### config.mk
export PLATFORM = sky130hd
export DESIGN_NAME = alu_operand_issue
export DESIGN_NICKNAME = d
export VERILOG_FILES = /design/src/rtl/alu_operand_issue.sv
export SDC_FILE = /design/constraint.sdc
export NUM_CORES = 1
export LEC_CHECK = 0
export ABC_AREA = 1
export BUFFER_PORTS_ARGS = -buffer_cell sky130_fd_sc_hd__buf_2
export CORE_ASPECT_RATIO = 1.5
export CORE_UTILIZATION = 50
export CTS_BUF_LIST = sky130_fd_sc_hd__clkbuf_4 sky130_fd_sc_hd__clkbuf_8
export CTS_CLUSTER_SIZE = 10
export DETAILED_ROUTE_END_ITERATION = 6
export PLACE_DENSITY = 0.7
export SLEW_MARGIN = 20
export SYNTH_ARGS = -nofsm -noshare
export SYNTH_HDL_FRONTEND = slang
export SYNTH_SLANG_ARGS = --single-unit
### constraint.sdc
create_clock -name clk -period 2.6 [get_ports clk]
set_input_delay 0.52 -clock clk [delete_from_list [all_inputs] [get_ports clk]]
set_output_delay 0.52 -clock clk [all_outputs]
set_load 0.05 [all_outputs]
### src/rtl/alu_operand_issue.sv
// Operand issue stage for the 8-bit ALU: command FIFO plus registered issue slot,
// with a hardware sweep generator for exhaustive operand/opcode stimulus.
module alu_operand_issue #(
    parameter int WIDTH = 8,
    parameter int OPW   = 3,
    parameter int DEPTH = 4,
    localparam int AW   = $clog2(DEPTH),
    localparam int CW   = AW + 1
) (
    input  logic             clk,
    input  logic             rst,
    input  logic             in_valid,
    output logic             in_ready,
    input  logic [WIDTH-1:0] in_a,
    input  logic [WIDTH-1:0] in_b,
    input  logic [OPW-1:0]   in_op,
    input  logic             sweep_en,
    output logic [WIDTH-1:0] alu_a,
    output logic [WIDTH-1:0] alu_b,
    output logic [OPW-1:0]   alu_op,
    output logic             alu_valid,
    input  logic             alu_ready,
    output logic [CW-1:0]    count
);

    typedef struct packed {
        logic [WIDTH-1:0] a;
        logic [WIDTH-1:0] b;
        logic [OPW-1:0]   op;
    } cmd_t;

    cmd_t          mem [DEPTH];
    cmd_t          head;
    logic [AW-1:0] wr_ptr;
    logic [AW-1:0] rd_ptr;
    logic [WIDTH:0] k;
    logic [WIDTH:0] kn;
    logic          in_sweep;
    logic          free;
    logic          empty;
    logic          push;
    logic          pop;

    always_comb begin
        in_ready = (count != CW'(DEPTH)) && !rst;
        free     = !alu_valid || alu_ready;
        empty    = (count == '0);
        push     = in_valid && in_ready;
        pop      = free && !sweep_en && !empty;
        head     = mem[rd_ptr];
        kn       = k + 1'b1;
    end

    always_ff @(posedge clk) begin
        if (push) begin
            mem[wr_ptr] <= '{a: in_a, b: in_b, op: in_op};
        end
    end

    always_ff @(posedge clk) begin
        if (rst) begin
            wr_ptr    <= '0;
            rd_ptr    <= '0;
            count     <= '0;
            k         <= '0;
            in_sweep  <= 1'b0;
            alu_a     <= '0;
            alu_b     <= '0;
            alu_op    <= '0;
            alu_valid <= 1'b0;
        end else begin
            if (push) wr_ptr <= wr_ptr + 1'b1;
            if (pop)  rd_ptr <= rd_ptr + 1'b1;
            if (push && !pop)      count <= count + 1'b1;
            else if (pop && !push) count <= count - 1'b1;

            if (free) begin
                in_sweep <= sweep_en;
                if (sweep_en) begin
                    alu_valid <= 1'b1;
                    // First sweep beat after FIFO mode restarts the pattern at zero
                    if (!in_sweep) begin
                        k      <= '0;
                        alu_a  <= '0;
                        alu_b  <= '0;
                        alu_op <= '0;
                    end else begin
                        k      <= kn;
                        alu_a  <= kn[WIDTH-1:0];
                        alu_b  <= kn[WIDTH:1];
                        alu_op <= kn[OPW+3:4];
                    end
                end else begin
                    alu_valid <= !empty;
                    if (!empty) begin
                        alu_a  <= head.a;
                        alu_b  <= head.b;
                        alu_op <= head.op;
                    end
                end
            end
        end
    end

endmodule

==> flow_summary_export.csv <==
group,metric,value,unit
status,status,"completed",
power_and_ir_drop,cell_internal_pwr,0.003698,W
logic_synthesis,synth_nets,520,
logic_synthesis,dominantRegCellSynth,"edfxtp_1",
clock_network,clock_tree.root_cell,"clkbuf_8",
placed_design,io_buffer_count,47,
logic_synthesis,count_of_flip_flops_with_a_built_in_enable_after_synthesis,76,
setup_path,timing_worst_setup_path_type,"reg -> reg",
setup_path,critical_path.endpoint_type,"flip-flop",
logic_synthesis,synth_seq_area_share,62.40,%
floorplan,initial_core_utilization,52.13,%
grt,grt-ovfl-total,0,
sta,finalClockSkew,0.01028,ns
grt,grt_start_max_net_pins,35,
sta,fin_tns_setup,0,ns
layout,num_antenna_cells,0,
clock_network,numCtsBuffers,17,
power_and_ir_drop,max-vdd-ir-drop,0.6351,mV
detailed_routing,detailed_route_iter0_violations,160,
grt,met3_usage,6.208,%
floorplan,die-area,10230,um2
logic_synthesis,yosys_register_bits,115,
power_and_ir_drop,comb_power_share,30.1,%
logic_synthesis,synth.distinct_cells,29,
placed_design,routabilityCongestion,0.8030,
sta,timing.final.crit_share,79.86,%
floorplan,core_rows,43,
layout,instances_no_fill,665,
clock_network,cts_num_sinks,115,
clock_network,cts-resized-gates,0,
sta,slew_limit_fails,0,
logic_synthesis,post_synth_main_area_contributors,"edfxtp_1 46%, dfxtp_1 16%, nand2_1 7.9%, nand3_1 4.7%, nor2_1 3.5%",
power_and_ir_drop,pwr-share-seq,40.8,%
grt,gr-usage-met2,34.94,%
logic_synthesis,synth_commonest_cells,"103 x nand2_1, 76 x edfxtp_1, 46 x nand3_1, 46 x nor2_1, 44 x inv_1",
sta,timing.final.setup_violations,0,
sta,timing.final.hold_violations,0,
clock_network,postCtsHoldBufs,0,
floorplan,core_region_area,9415,um2
grt,grt_antenna_before_repair,0,
layout,fill_cells,775,
power_and_ir_drop,power.net_switching,0.002106,W
clock_network,worstSkewPairLatency,0.42,ns
setup_path,worstPathRequired,2.90,ns
logic_synthesis,yosysMostFrequentCell,"nand2_1",
logic_synthesis,synth_top_area_cell,"edfxtp_1",
logic_synthesis,post-synth-top-area-fraction,46.50,%
floorplan,die_height,123.3,um
layout,seq_area,3064,um2
clock_network,cts.path.max_buffers,2,
clock_network,tritoncts_clock_tree,"yes",
grt,grt_pass1_wl,15960,um
grt,globalRouteTotalUtil,20.53,%
grt,number_of_global_route_vias_before_repair,3292,
layout,flow.area_growth_from_synthesis,14.78,%
setup_path,path_max_fanout,9,
placed_design,dpl.cell_count,633,
power_and_ir_drop,clock_power_share,29.2,%
detailed_routing,drc,0,
sta,slew_headroom,57.76,%
logic_synthesis,synthesis.area,4908,um2
detailed_routing,detail_route.first_pass.iterations,4,
detailed_routing,vias,3471,
power_and_ir_drop,total_leakage_power,2.307,nW
floorplan,num_io_pins,48,
sta,rsz0062_at_grt,"false",
layout,multi_input_comb_area,1515,um2
sta,final.min_clock_period,2.076,ns
detailed_routing,detail_route.vias_per_cell,5.220,
sta,max_clock_freq,0.4816,GHz
hold_path,hold_class,"in -> reg",
detailed_routing,wl_per_cell,14.60,um
layout,finish.net_count,571,
logic_synthesis,syn_inst,489,
power_and_ir_drop,power_per_cell_area,1030,nW/um2
clock_network,clock_tree.htree_level_count,4,
setup_path,worst-endpoint-arrival,2.38,ns
logic_synthesis,async_flop_share,0,%
logic_synthesis,yosys_warnings,0,
clock_network,cts_post_setup_buffers_inserted,0,
power_and_ir_drop,netSwitchingFraction,36.28,%
floorplan,die_width,82.90,um
job,max_cap_violations,0,
detailed_routing,antenna_violating_nets_post_route,0,
sta,worst_pin_slew,0.6327,ns
grt,most_congested_layer_reported_by_global_routing,"met2",
detailed_routing,routed_wl,9711,um
grt,globalRouteMet1Util,24.48,%
placed_design,detailedPlacementHpwl,6359,um
layout,drive_gt1_share,21.52,%
setup_path,critPathLaunchType,"flip-flop",
clock_network,clk_transition_reported_paths,0.07,ns
logic_synthesis,syn-mean-instance-area,10.04,um2
kinds of logic (layout without fill, tap and decap cells):
kind of cell	Yosys count	count (layout)	synth area share (%)
AOI/OAI and AO/OA	87	87	10.35
xor gates and xnor gates	1	1	0.1785
and+or+nand+nor	208	208	17.97
adders and majority gates	7	7	1.937
buffers and inverters	71	135	7.163
DFF	115	115	62.40
final cells by class:
| cell class | count | area share [%] |
|---|---|---|
| repair buffers | 56 | 5.596 |
| clock buffers | 27 | 6.040 |
| multi-input cells | 303 | 26.89 |
| flip-flops and latches | 115 | 54.39 |
| inverters | 47 | 3.220 |
| well taps | 112 | 2.487 |
| clock inverters | 5 | 1.377 |
worst max-delay path, stage by stage (launching register included):
cell,delay [ns]
dfxtp_1,0.45
nor2_4,0.09
a21oi_4,0.14
nand2_2,0.14
inv_1,0.09
ha_1,0.14
inv_1,0.06
fa_1,0.38
a21oi_1,0.14
o21ai_0,0.11
o21ai_0,0.16
a21oi_1,0.06
flip-flops by register name, indices dropped and copies added, names as in the netlist, named ones only:
register / cells
alu_a: 8
alu_b: 8
alu_op: 3
alu_valid: 1
count: 3
in_sweep: 1
k: 9
mem: 76
rd_ptr: 2
wr_ptr: 2
routing by layer:
metal	vias to the layer above	routed length (um)
li1	1743	-
met1	1626	4140
met2	91	4974
met3	11	466
met4	0	129
met5	-	0
worst paths after layout:
kind / start / to / cells past startpoint / slack [ns]
min reg2reg: rd_ptr[1]$_SDFFE_PP0P_ / rd_ptr[1]$_SDFFE_PP0P_ / 2 / 0.46
max reg2reg: count[1]$_SDFFE_PP0P_ / count[2]$_SDFFE_PP0P_ / 11 / 0.52
max: count[1]$_SDFFE_PP0P_ / count[2]$_SDFFE_PP0P_ / 11 / 0.52
min: in_op[0] / mem[0][0]$_DFFE_PP_ / 1 / 0.32
stage by stage:
stage / cell area (um2) / util (%) / power, W / hold WS (ns) / setup slack (ns)
6_report: 5634 / 59.84 / 0.005804 / 0.3150 / 0.5236
5_1_grt: 5634 / 59.84 / 0.006135 / 0.2925 / 0.3626
4_1_cts: 5634 / 59.84 / 0.005857 / 0.2876 / 0.5186
3_5_place_dp: 5216 / 55.40 / 0.004161 / 0.4508 / 0.3683
3_3_place_gp: 5216 / 55.40 / 0.004120 / 0.4439 / 0.4243
2_1_floorplan: 4931 / - / 0.003808 / 0.4329 / 0.02963
cell usage in the layout (no fill, tap or decap), types with 2 or more instances in the layout:
cell         n
nand4_1      4
a21oi_2     11
a21oi_1     24
o21ai_0     22
buf_4        8
clkinv_2     2
o21ai_2      2
nor2_1      42
ha_1         6
nand2_1    103
bufinv_16    2
nand3_1     46
clkbuf_4     5
nor2_2       7
buf_2       47
nand2_2      3
o21bai_1     2
o21ai_1     23
clkbuf_8    22
inv_4        2
dfxtp_1     38
nor2_4       2
edfxtp_1    76
inv_1       44
power groups by stage:
| stage | combinational, W | sequential, W | clock (W) |
|---|---|---|---|
| global route | 0.00194 | 0.00240 | 0.00180 |
| finish | 0.00175 | 0.00237 | 0.00169 |
| global placement | 0.00173 | 0.00239 | 0 |
| floorplan | 0.00100 | 0.00281 | 0 |
| detailed placement | 0.00176 | 0.00240 | 0 |
| CTS | 0.00177 | 0.00237 | 0.00172 |
Note: power is estimated with default switching activity, not from simulation.
